File: src/rtl/frame_fill_writer_if.sv
// Command / framebuffer-write / continuation bundle for frame_fill_writer.
// master: command source and next stage; slave: the fill writer itself.
interface frame_fill_if #(
    parameter int X_BITS     = 8,
    parameter int Y_BITS     = 7,
    parameter int ADDR_SIZE  = 15,
    parameter int COLOR_SIZE = 3
) ();
    logic                  in_cont_signal;
    logic [X_BITS-1:0]     cmd_x;
    logic [Y_BITS-1:0]     cmd_y;
    logic [X_BITS-1:0]     cmd_w;
    logic [Y_BITS-1:0]     cmd_h;
    logic [COLOR_SIZE-1:0] cmd_color;
    logic                  wr_en;
    logic [ADDR_SIZE-1:0]  wr_addr;
    logic [COLOR_SIZE-1:0] wr_data;
    logic                  busy;
    logic                  out_cont_signal;
    logic                  next_fin_signal;

    modport master (
        output in_cont_signal, cmd_x, cmd_y, cmd_w, cmd_h, cmd_color,
        output next_fin_signal,
        input  wr_en, wr_addr, wr_data, busy, out_cont_signal
    );

    modport slave (
        input  in_cont_signal, cmd_x, cmd_y, cmd_w, cmd_h, cmd_color,
        input  next_fin_signal,
        output wr_en, wr_addr, wr_data, busy, out_cont_signal
    );
endinterface

File: src/rtl/frame_fill_writer.sv
// Rectangle fill writer: clips a fill command to the screen and writes the
// colour into every covered framebuffer word, one word per clock, raster
// order. Ports: Clck, Reset (sync, active-low), bus (frame_fill_if.slave).
module frame_fill_writer #(
    parameter int SCR_WIDTH  = 160,
    parameter int SCR_HEIGHT = 120,
    parameter int X_BITS     = 8,
    parameter int Y_BITS     = 7,
    parameter int ADDR_SIZE  = 15,
    parameter int COLOR_SIZE = 3
) (
    input logic       Clck,
    input logic       Reset,
    frame_fill_if.slave bus
);
    localparam int XE = X_BITS + 1;
    localparam int YE = Y_BITS + 1;

    typedef enum logic [1:0] {IDLE, LOAD, WRITE, DONE} state_t;

    state_t state, nxt_state;

    logic [X_BITS-1:0]     lat_x, lat_w, cur_x, nxt_x;
    logic [Y_BITS-1:0]     lat_y, lat_h, cur_y, nxt_y;
    logic [COLOR_SIZE-1:0] lat_c;

    logic                  wr_en_q;
    logic [ADDR_SIZE-1:0]  wr_addr_q;
    logic [COLOR_SIZE-1:0] wr_data_q;
    logic                  busy_q;
    logic                  out_cont_q;

    logic [XE-1:0] x_sum, x_end;
    logic [YE-1:0] y_sum, y_end;
    logic          degen, x_last, y_last;
    logic          accept, fin_ack;
    logic [ADDR_SIZE-1:0] cur_addr;

    // Extra sum bit keeps origin+size from wrapping before the clip.
    assign x_sum = {1'b0, lat_x} + {1'b0, lat_w};
    assign y_sum = {1'b0, lat_y} + {1'b0, lat_h};
    assign x_end = (x_sum > XE'(SCR_WIDTH))  ? XE'(SCR_WIDTH)  : x_sum;
    assign y_end = (y_sum > YE'(SCR_HEIGHT)) ? YE'(SCR_HEIGHT) : y_sum;

    assign degen = (lat_w == '0) || (lat_h == '0)
                || ({1'b0, lat_x} >= XE'(SCR_WIDTH))
                || ({1'b0, lat_y} >= YE'(SCR_HEIGHT));

    assign x_last = ({1'b0, cur_x} + XE'(1)) == x_end;
    assign y_last = ({1'b0, cur_y} + YE'(1)) == y_end;

    assign cur_addr = ADDR_SIZE'(cur_x)
                    + ADDR_SIZE'(cur_y) * ADDR_SIZE'(SCR_WIDTH);

    // DONE is only left once the finish flag is actually visible outside.
    assign fin_ack = (state == DONE) && out_cont_q && bus.next_fin_signal;

    always_ff @(posedge Clck) begin
        if (!Reset) state <= IDLE;
        else        state <= nxt_state;
    end

    always_comb begin
        nxt_state = state;
        nxt_x     = cur_x;
        nxt_y     = cur_y;
        accept    = 1'b0;
        unique case (state)
            IDLE: begin
                if (bus.in_cont_signal && !out_cont_q) begin
                    accept    = 1'b1;
                    nxt_state = LOAD;
                end
            end
            LOAD: begin
                if (degen) begin
                    nxt_state = DONE;
                end else begin
                    nxt_state = WRITE;
                    nxt_x     = lat_x;
                    nxt_y     = lat_y;
                end
            end
            WRITE: begin
                if (x_last) begin
                    nxt_x = lat_x;
                    if (y_last) nxt_state = DONE;
                    else        nxt_y = cur_y + Y_BITS'(1);
                end else begin
                    nxt_x = cur_x + X_BITS'(1);
                end
            end
            DONE: begin
                if (fin_ack) nxt_state = IDLE;
            end
            default: nxt_state = IDLE;
        endcase
    end

    // Outputs lag the state by one register stage: a WRITE cycle becomes
    // a wr_en cycle on the following edge.
    always_ff @(posedge Clck) begin
        if (!Reset) begin
            lat_x      <= '0;
            lat_y      <= '0;
            lat_w      <= '0;
            lat_h      <= '0;
            lat_c      <= '0;
            cur_x      <= '0;
            cur_y      <= '0;
            wr_en_q    <= 1'b0;
            wr_addr_q  <= '0;
            wr_data_q  <= '0;
            busy_q     <= 1'b0;
            out_cont_q <= 1'b0;
        end else begin
            if (accept) begin
                lat_x <= bus.cmd_x;
                lat_y <= bus.cmd_y;
                lat_w <= bus.cmd_w;
                lat_h <= bus.cmd_h;
                lat_c <= bus.cmd_color;
            end
            cur_x   <= nxt_x;
            cur_y   <= nxt_y;
            wr_en_q <= (state == WRITE);
            if (state == WRITE) begin
                wr_addr_q <= cur_addr;
                wr_data_q <= lat_c;
            end
            busy_q     <= accept || (busy_q && !fin_ack);
            out_cont_q <= (state == DONE) && !fin_ack;
        end
    end

    assign bus.wr_en           = wr_en_q;
    assign bus.wr_addr         = wr_addr_q;
    assign bus.wr_data         = wr_data_q;
    assign bus.busy            = busy_q;
    assign bus.out_cont_signal = out_cont_q;
endmodule

File: src/flat_wrapper.sv
// flat-port wrapper written by rule: the top's interface ports become plain ports
module frame_fill_writer_flat 
#(
    parameter int SCR_WIDTH  = 160,
    parameter int SCR_HEIGHT = 120,
    parameter int X_BITS     = 8,
    parameter int Y_BITS     = 7,
    parameter int ADDR_SIZE  = 15,
    parameter int COLOR_SIZE = 3
)
  (Clck, Reset, bus_in_cont_signal, bus_cmd_x, bus_cmd_y, bus_cmd_w, bus_cmd_h, bus_cmd_color, bus_next_fin_signal, bus_wr_en, bus_wr_addr, bus_wr_data, bus_busy, bus_out_cont_signal);
  frame_fill_if #(.X_BITS(X_BITS), .Y_BITS(Y_BITS), .ADDR_SIZE(ADDR_SIZE), .COLOR_SIZE(COLOR_SIZE)) bus_i ();
  input logic Clck;
  input logic Reset;
  input wire logic [$bits(bus_i.in_cont_signal)-1:0] bus_in_cont_signal;
  input wire logic [$bits(bus_i.cmd_x)-1:0] bus_cmd_x;
  input wire logic [$bits(bus_i.cmd_y)-1:0] bus_cmd_y;
  input wire logic [$bits(bus_i.cmd_w)-1:0] bus_cmd_w;
  input wire logic [$bits(bus_i.cmd_h)-1:0] bus_cmd_h;
  input wire logic [$bits(bus_i.cmd_color)-1:0] bus_cmd_color;
  input wire logic [$bits(bus_i.next_fin_signal)-1:0] bus_next_fin_signal;
  output wire logic [$bits(bus_i.wr_en)-1:0] bus_wr_en;
  output wire logic [$bits(bus_i.wr_addr)-1:0] bus_wr_addr;
  output wire logic [$bits(bus_i.wr_data)-1:0] bus_wr_data;
  output wire logic [$bits(bus_i.busy)-1:0] bus_busy;
  output wire logic [$bits(bus_i.out_cont_signal)-1:0] bus_out_cont_signal;
  assign bus_i.in_cont_signal = bus_in_cont_signal;
  assign bus_i.cmd_x = bus_cmd_x;
  assign bus_i.cmd_y = bus_cmd_y;
  assign bus_i.cmd_w = bus_cmd_w;
  assign bus_i.cmd_h = bus_cmd_h;
  assign bus_i.cmd_color = bus_cmd_color;
  assign bus_i.next_fin_signal = bus_next_fin_signal;
  assign bus_wr_en = bus_i.wr_en;
  assign bus_wr_addr = bus_i.wr_addr;
  assign bus_wr_data = bus_i.wr_data;
  assign bus_busy = bus_i.busy;
  assign bus_out_cont_signal = bus_i.out_cont_signal;
  frame_fill_writer #(.SCR_WIDTH(SCR_WIDTH), .SCR_HEIGHT(SCR_HEIGHT), .X_BITS(X_BITS), .Y_BITS(Y_BITS), .ADDR_SIZE(ADDR_SIZE), .COLOR_SIZE(COLOR_SIZE)) u_core (.Clck(Clck), .Reset(Reset), .bus(bus_i));
endmodule
File: config.mk
export PLATFORM = sky130hd
export DESIGN_NAME = frame_fill_writer_flat
export DESIGN_NICKNAME = d
export VERILOG_FILES = /design/src/rtl/frame_fill_writer_if.sv /design/src/rtl/frame_fill_writer.sv /design/src/flat_wrapper.sv
export SDC_FILE = /design/constraint.sdc
export NUM_CORES = 1
export LEC_CHECK = 0
export CELL_PAD_IN_SITES_DETAIL_PLACEMENT = 1
export CELL_PAD_IN_SITES_GLOBAL_PLACEMENT = 2
export CORE_MARGIN = 5
export CORE_UTILIZATION = 36
export DETAILED_ROUTE_END_ITERATION = 7
export PLACE_DENSITY_LB_ADDON = 0.25
export SETUP_SLACK_MARGIN = 0.1
export SYNTH_ARGS = -nofsm -noshare
export SYNTH_HDL_FRONTEND = slang
export SYNTH_SLANG_ARGS = --single-unit
File: constraint.sdc
create_clock -name Clck -period 4.8 [get_ports Clck]
set_input_delay 0.48 -clock Clck [delete_from_list [all_inputs] [get_ports Clck]]
set_output_delay 0.48 -clock Clck [all_outputs]
set_load 0.01 [all_outputs]
==> flow_summary.toml, run 1 <==
[critical_path]
cp.arrival_ns = 4.12
path_cells = "ha_1, inv_1, fa_1, nand2b_1, a21oi_1, xnor2_1, a311oi_2, o31ai_1, mux2i_1, nand3_2, o21ai_1, o21ai_0, a211o_1"
cp_num_buf_inv = 1
cp-startpoint = "u_core.lat_w[0]"
crit_fanout = 11
max_stage_delay_ns = 0.61
endpoint_kind = "register"
worstSetupStartpointType = "register"
critical_path_class = "reg -> reg"
cp_top_family = "compound AO/OA/AOI/OAI gates"
worst-endpoint-required_ns = 5.03
r2r-start = "u_core.lat_w[0]"
slowest_stage = "o21ai_1"

[global_routing]
grt_pass1_wl_um = 23900
grt_max_degree = 63
track_usage = 0.180
antenna_found_initial = 0
grt_overflow = 0
grt_pass1_vias = 4829

[run]
cap_violations = 0

[timing]
slew_headroom = 0.235
fmax_mhz = 257
worstMarginPinSlew_ns = 1.12
rsz0062_at_grt = "false"
fin_crit_sh = 0.812
worst_slack_ns = 0.904
skew_ns = 0.00472
setup_viol_count_final = 0
slew_viol_final = 0
whs_ns = 0.461
setup_tns_ns = 0
finalHoldViolations = 0
period_needed_ns = 3.90

[final_layout]
final_nets = 713
fin_area_mm2 = 0.00597
antennaDiodeCount = 0
area_growth_pct = 21.8
drive_gt1_frac = 0.0778

[placement]
hpwlAfterDp_um = 10400
preCtsSetupSlack_ns = 0.916
numPortBuffers = 57
gp_congestion = 0.816
placed_cell_area_mm2 = 0.00558

[synth]
synthesis.area_mm2 = 0.00490
seq_area_frac_synth = 0.290
syn_nets = 675
yosysUniqueCellTypes = 76
yosys_register_bits = 71
synth_edf_count = 0
avgSynthCellArea_um2 = 8.17
ys_warn_count = 0
async_reset_ff_frac = 0
syn_inst = 600
ys.flop_type = "dfxtp_1"

[detailed_routing]
wl_per_cell_um = 17.2
wirelength_um = 14100
drt-vias-per-instance = 5.48
drtPass1Iterations = 4
vias = 4488
drtAntennaViolNets = 0
drt_first_iter_violations = 172
drc = 0

[cts]
cts_root_buffer = "clkbuf_16"
cts_resized = 0
clock_latency_ns = 0.34
clockBufferDepth = 2
clk_pin_slew_ns = 0.06
clock-sinks = 71
cts_buffers = 9
hold_buffers = 0
postCtsSetupBuffers = 0
htreeDepth = 3
cts_tree = "done"

[floorplan]
boundaryPins = 58
core_mm2 = 0.0133
die_h_um = 127
start_util = 0.369
die-area_mm2 = 0.0161
die_w_um = 127
num_rows = 42

[worst_hold_path]
hp-start = "u_core.lat_c[0]"
hp-class = "reg -> reg"

[pwr]
power.leakage_nw = 2.32
power.density_mw_per_mm2 = 483
peakVddDrop_uv = 214

[status]
outcome = "complete, no violations"
[cell usage in the layout (no fill, tap or decap), types with 3 or more instances in the layout]
cell type	count
and3_1	7
xnor2_1	23
dfxtp_1	71
a211o_1	5
xor2_1	11
nor4_1	11
o21ai_0	12
clkbuf_16	9
nor3b_1	4
fa_1	4
clkdlybuf4s50_1	57
buf_4	3
o21bai_1	3
mux2i_1	17
a21o_1	12
inv_1	25
a211oi_1	10
a21oi_2	3
nand2_1	91
o21ai_1	5
and4_1	3
nand3_1	23
o211ai_1	6
a31oi_1	6
bufinv_16	5
nor2b_1	6
nor2_1	41
ha_1	33
o21a_1	6
nand4_1	9
a21oi_1	58
o22ai_1	4
[registers in the layout, indices dropped and copies added, names as in the netlist]
signal                      count
u_core.bus.busy                 1
u_core.bus.out_cont_signal      1
u_core.bus.wr_addr             15
u_core.bus.wr_data              3
u_core.bus.wr_en                1
u_core.cur_x                    8
u_core.cur_y                    7
u_core.lat_c                    3
u_core.lat_h                    7
u_core.lat_w                    8
u_core.lat_x                    8
u_core.lat_y                    7
u_core.state                    2
[worst min-delay path: stages (launching register included)]
cell and delay, ns:
dfxtp_1 0.31, nand2_1 0.05, a21oi_1 0.05
[cell type report]
| type | count | area (µm²) |
|---|---|---|
| Clock buffer | 10 | 239 |
| Clock inverter | 6 | 155 |
| Fill cell | 1580 | 7320 |
| Inverter | 26 | 97.6 |
| Multi-Input combinational cell | 470 | 3240 |
| Sequential cell | 71 | 1420 |
| Tap cell | 176 | 220 |
| Timing Repair Buffer | 60 | 593 |
[through the flow]
stage / util / instances / power, W
2_1_floorplan: - / 600 / 0.00169
3_5_place_dp: 0.419 / 803 / 0.00201
4_1_cts: 0.449 / 819 / 0.00291
5_1_grt: 0.449 / 819 / 0.00307
3_3_place_gp: 0.419 / 803 / 0.00196
6_report: 0.449 / 819 / 0.00289
[power breakdown]
group | switching (W) | total (W) | internal [W]
registers | 0.000107 | 0.000793 | 0.000686
logic | 0.000717 | 0.00121 | 0.000490
clock network | 0.000259 | 0.000885 | 0.000626
[cell families (layout without fill, tap and decap cells)]
group,after synthesis,in the layout,share of synthesized area
buffers and inverters,59,102,0.0495
AOI/OAI and AO/OA,162,162,0.242
muxes,18,18,0.0370
xor gates and xnor gates,35,35,0.0640
adders and majority gates,38,38,0.103
and+or+nand+nor,217,217,0.214
DFF,71,71,0.290
[path summary, 6_finish.rpt]
path / slack, ns / to / cells past startpoint
worst max-delay path: 0.90 / u_core.cur_x[3] / 13
worst min-delay path: 0.46 / u_core.lat_c[0] / 2
worst max register to register: 0.90 / u_core.cur_x[3] / 13
worst min register to register: 0.46 / u_core.lat_c[0] / 2
[cell usage after synthesis, types with 12 or more instances]
| library cell | count | area share |
|---|---|---|
| dfxtp_1 | 71 | 0.29 |
| mux2i_1 | 17 | 0.035 |
| nor2_1 | 42 | 0.032 |
| nand3_1 | 23 | 0.023 |
| nand2_1 | 91 | 0.070 |
| xnor2_1 | 23 | 0.041 |
| ha_1 | 34 | 0.087 |
| o21ai_0 | 12 | 0.012 |
| a21oi_1 | 58 | 0.059 |
| inv_1 | 25 | 0.019 |
| clkbuf_1 | 23 | 0.018 |
| a21o_1 | 12 | 0.018 |
[routing by layer]
metal | vias to the layer above | part of all wire | global-route usage
li1 | 2223 | - | -
met3 | 20 | 0.038 | 0.0324
met2 | 87 | 0.45 | 0.286
met1 | 2158 | 0.50 | 0.246
met4 | 0 | 0.017 | 0.0580
met5 | - | 0 | 0
No activity file was read; power rests on OpenSTA's default activity.
==> run 2: changes to the inputs <==
CORE_UTILIZATION = 31   (was 36)
clock period = 3.18 ns   (was 4.8 ns; I/O delays follow)
==> flow_summary.toml, run 2 (synthesis gave the netlist of run 1 again) <==
[placement]
numPortBuffers = 57
hpwlAfterDp_um = 11700
gp_congestion = 0.830
placed_cell_area_mm2 = 0.00608

[floorplan]
die-area_mm2 = 0.0184
num_rows = 46
start_util = 0.312
core_mm2 = 0.0157
die_h_um = 136
die_w_um = 136
boundaryPins = 58

[timing]
setup_tns_ns = -0.0174
finalHoldViolations = 0
setup_viol_count_final = 2
slew_viol_final = 0
period_needed_ns = 3.19
worstMarginPinSlew_ns = 0.811
fin_crit_sh = 1.00
rsz0062_at_grt = "true"
fmax_mhz = 313
skew_ns = 0.00839
worst_slack_ns = -0.0106
slew_headroom = 0.459

[pwr]
power.leakage_nw = 2.70
p_int_w = 0.00285
power.density_mw_per_mm2 = 701
switchingPower_w = 0.00192
swShare = 0.402
power.share.clock = 0.233
seq_power_share = 0.246
combinationalPowerShare = 0.521
peakVddDrop_uv = 293

[cts]
hold_buffers = 0
cts_tree = "done"
cts_root_buffer = "clkbuf_16"
clockBufferDepth = 2
cts_buffers = 9
clk_pin_slew_ns = 0.06
htreeDepth = 3
clock-sinks = 71
clock_latency_ns = 0.35

[global_routing]
track_usage = 0.174
grt_max_degree = 47
grt_overflow = 0
grt_pass1_wl_um = 25600
grt_pass1_vias = 5017
antenna_found_initial = 0

[detailed_routing]
wirelength_um = 15800
vias = 4714
wl_per_cell_um = 17.0
drc = 0
drtAntennaViolNets = 0
drt_first_iter_violations = 135
drtPass1Iterations = 4
drt-vias-per-instance = 5.06

[final_layout]
layout_commonest_cell = "nand2_1"
fin_area_mm2 = 0.00680
largest_reg_flops = 15
area_growth_pct = 38.8
layout_common_cells = "91 x nand2_1, 71 x buf_4, 66 x dfxtp_1"
drive_gt1_frac = 0.232
antennaDiodeCount = 0
final_nets = 785
fillers = 1840

[critical_path]
worst-endpoint-required_ns = 3.39
cp.arrival_ns = 3.40
critical_path_class = "reg -> reg"
worstSetupStartpointType = "register"
crit_fanout = 7
endpoint_kind = "register"

[worst_hold_path]
hp-class = "reg -> reg"

[status]
violations = "negative setup slack"
outcome = "complete, but fails checks"

[run]
cap_violations = 0
-- run 2: cell count changes in the layout (fill, tap and decap cells not counted), moves of 4 or more --
cell / previous run / this run
a211oi_1: 10 / 5
a211oi_2: 0 / 5
a21oi_1: 58 / 53
a21oi_2: 3 / 7
buf_4: 3 / 71
dfxtp_1: 71 / 66
dfxtp_2: 0 / 5
-- run 2: timing repair --
item / 4_1_cts / 5_1_grt
gates cloned: 0 / 1
gates resized for setup: 40 / 22
pin swaps: 20 / 14
setup buffers: 11 / 3
setup endpoints to repair: 17 / 17
-- run 2: layout make-up --
class	instances	area, µm²	share of cell area
timing repair buffer	131	1140	0.167
inverter	26	97.6	0.0143
sequential	71	1430	0.210
multi-input combinational	471	3550	0.522
tap	216	270	0.0397
clock buffer	9	225	0.0331
clock inverter	7	95.1	0.0140
-- run 2: layer usage --
| layer | global-route usage | vias to the layer above | part of all wire |
|---|---|---|---|
| met5 | 0 | - | 0 |
| met4 | 0.0739 | 0 | 0.024 |
| met3 | 0.0282 | 23 | 0.024 |
| met2 | 0.302 | 61 | 0.49 |
| met1 | 0.213 | 2260 | 0.46 |
| li1 | - | 2370 | - |
-- run 2: worst max-delay path, cell delays in order (launching register included) --
cell and delay [ns]:
dfxtp_2 0.33, ha_1 0.29, a21o_1 0.22, and4_2 0.29
o31ai_4 0.28, o21bai_4 0.12, buf_4 0.17, o41ai_2 0.28
o32a_2 0.23, nand3_4 0.10, o32a_4 0.38, buf_6 0.15
a21oi_2 0.11, o32ai_2 0.08
-- run 2: path summary, 6_finish.rpt --
kind	from	endpoint	slack (ns)	cells after the start
setup / recovery	u_core.lat_w[1]	u_core.cur_y[4]	-0.01	13
hold / removal	u_core.lat_c[1]	u_core.lat_c[1]	0.46	2
setup reg to reg	u_core.lat_w[1]	u_core.cur_y[4]	-0.01	13
hold reg to reg	u_core.lat_c[1]	u_core.lat_c[1]	0.46	2
-- run 2: power by group through the flow --
stage | clock [W] | combinational, W | sequential [W]
after global routing | 0.00118 | 0.00271 | 0.00120
after floorplan | 0 | 0.00140 | 0.00117
after detailed placement | 0 | 0.00206 | 0.00119
after CTS | 0.00114 | 0.00228 | 0.00117
after global placement | 0 | 0.00201 | 0.00118
final | 0.00111 | 0.00248 | 0.00117
-- run 2: through the flow --
stage	instances	utilization	setup WS (ns)	hold WS [ns]	total power, W
4_1_cts	927	0.424	0.00281	0.466	0.00460
3_5_place_dp	900	0.387	-0.191	0.455	0.00325
6_report	931	0.433	-0.0106	0.459	0.00477
5_1_grt	931	0.433	-0.151	0.473	0.00509
3_3_place_gp	900	0.387	-0.0960	0.442	0.00319
2_1_floorplan	600	-	0.0845	0.436	0.00257
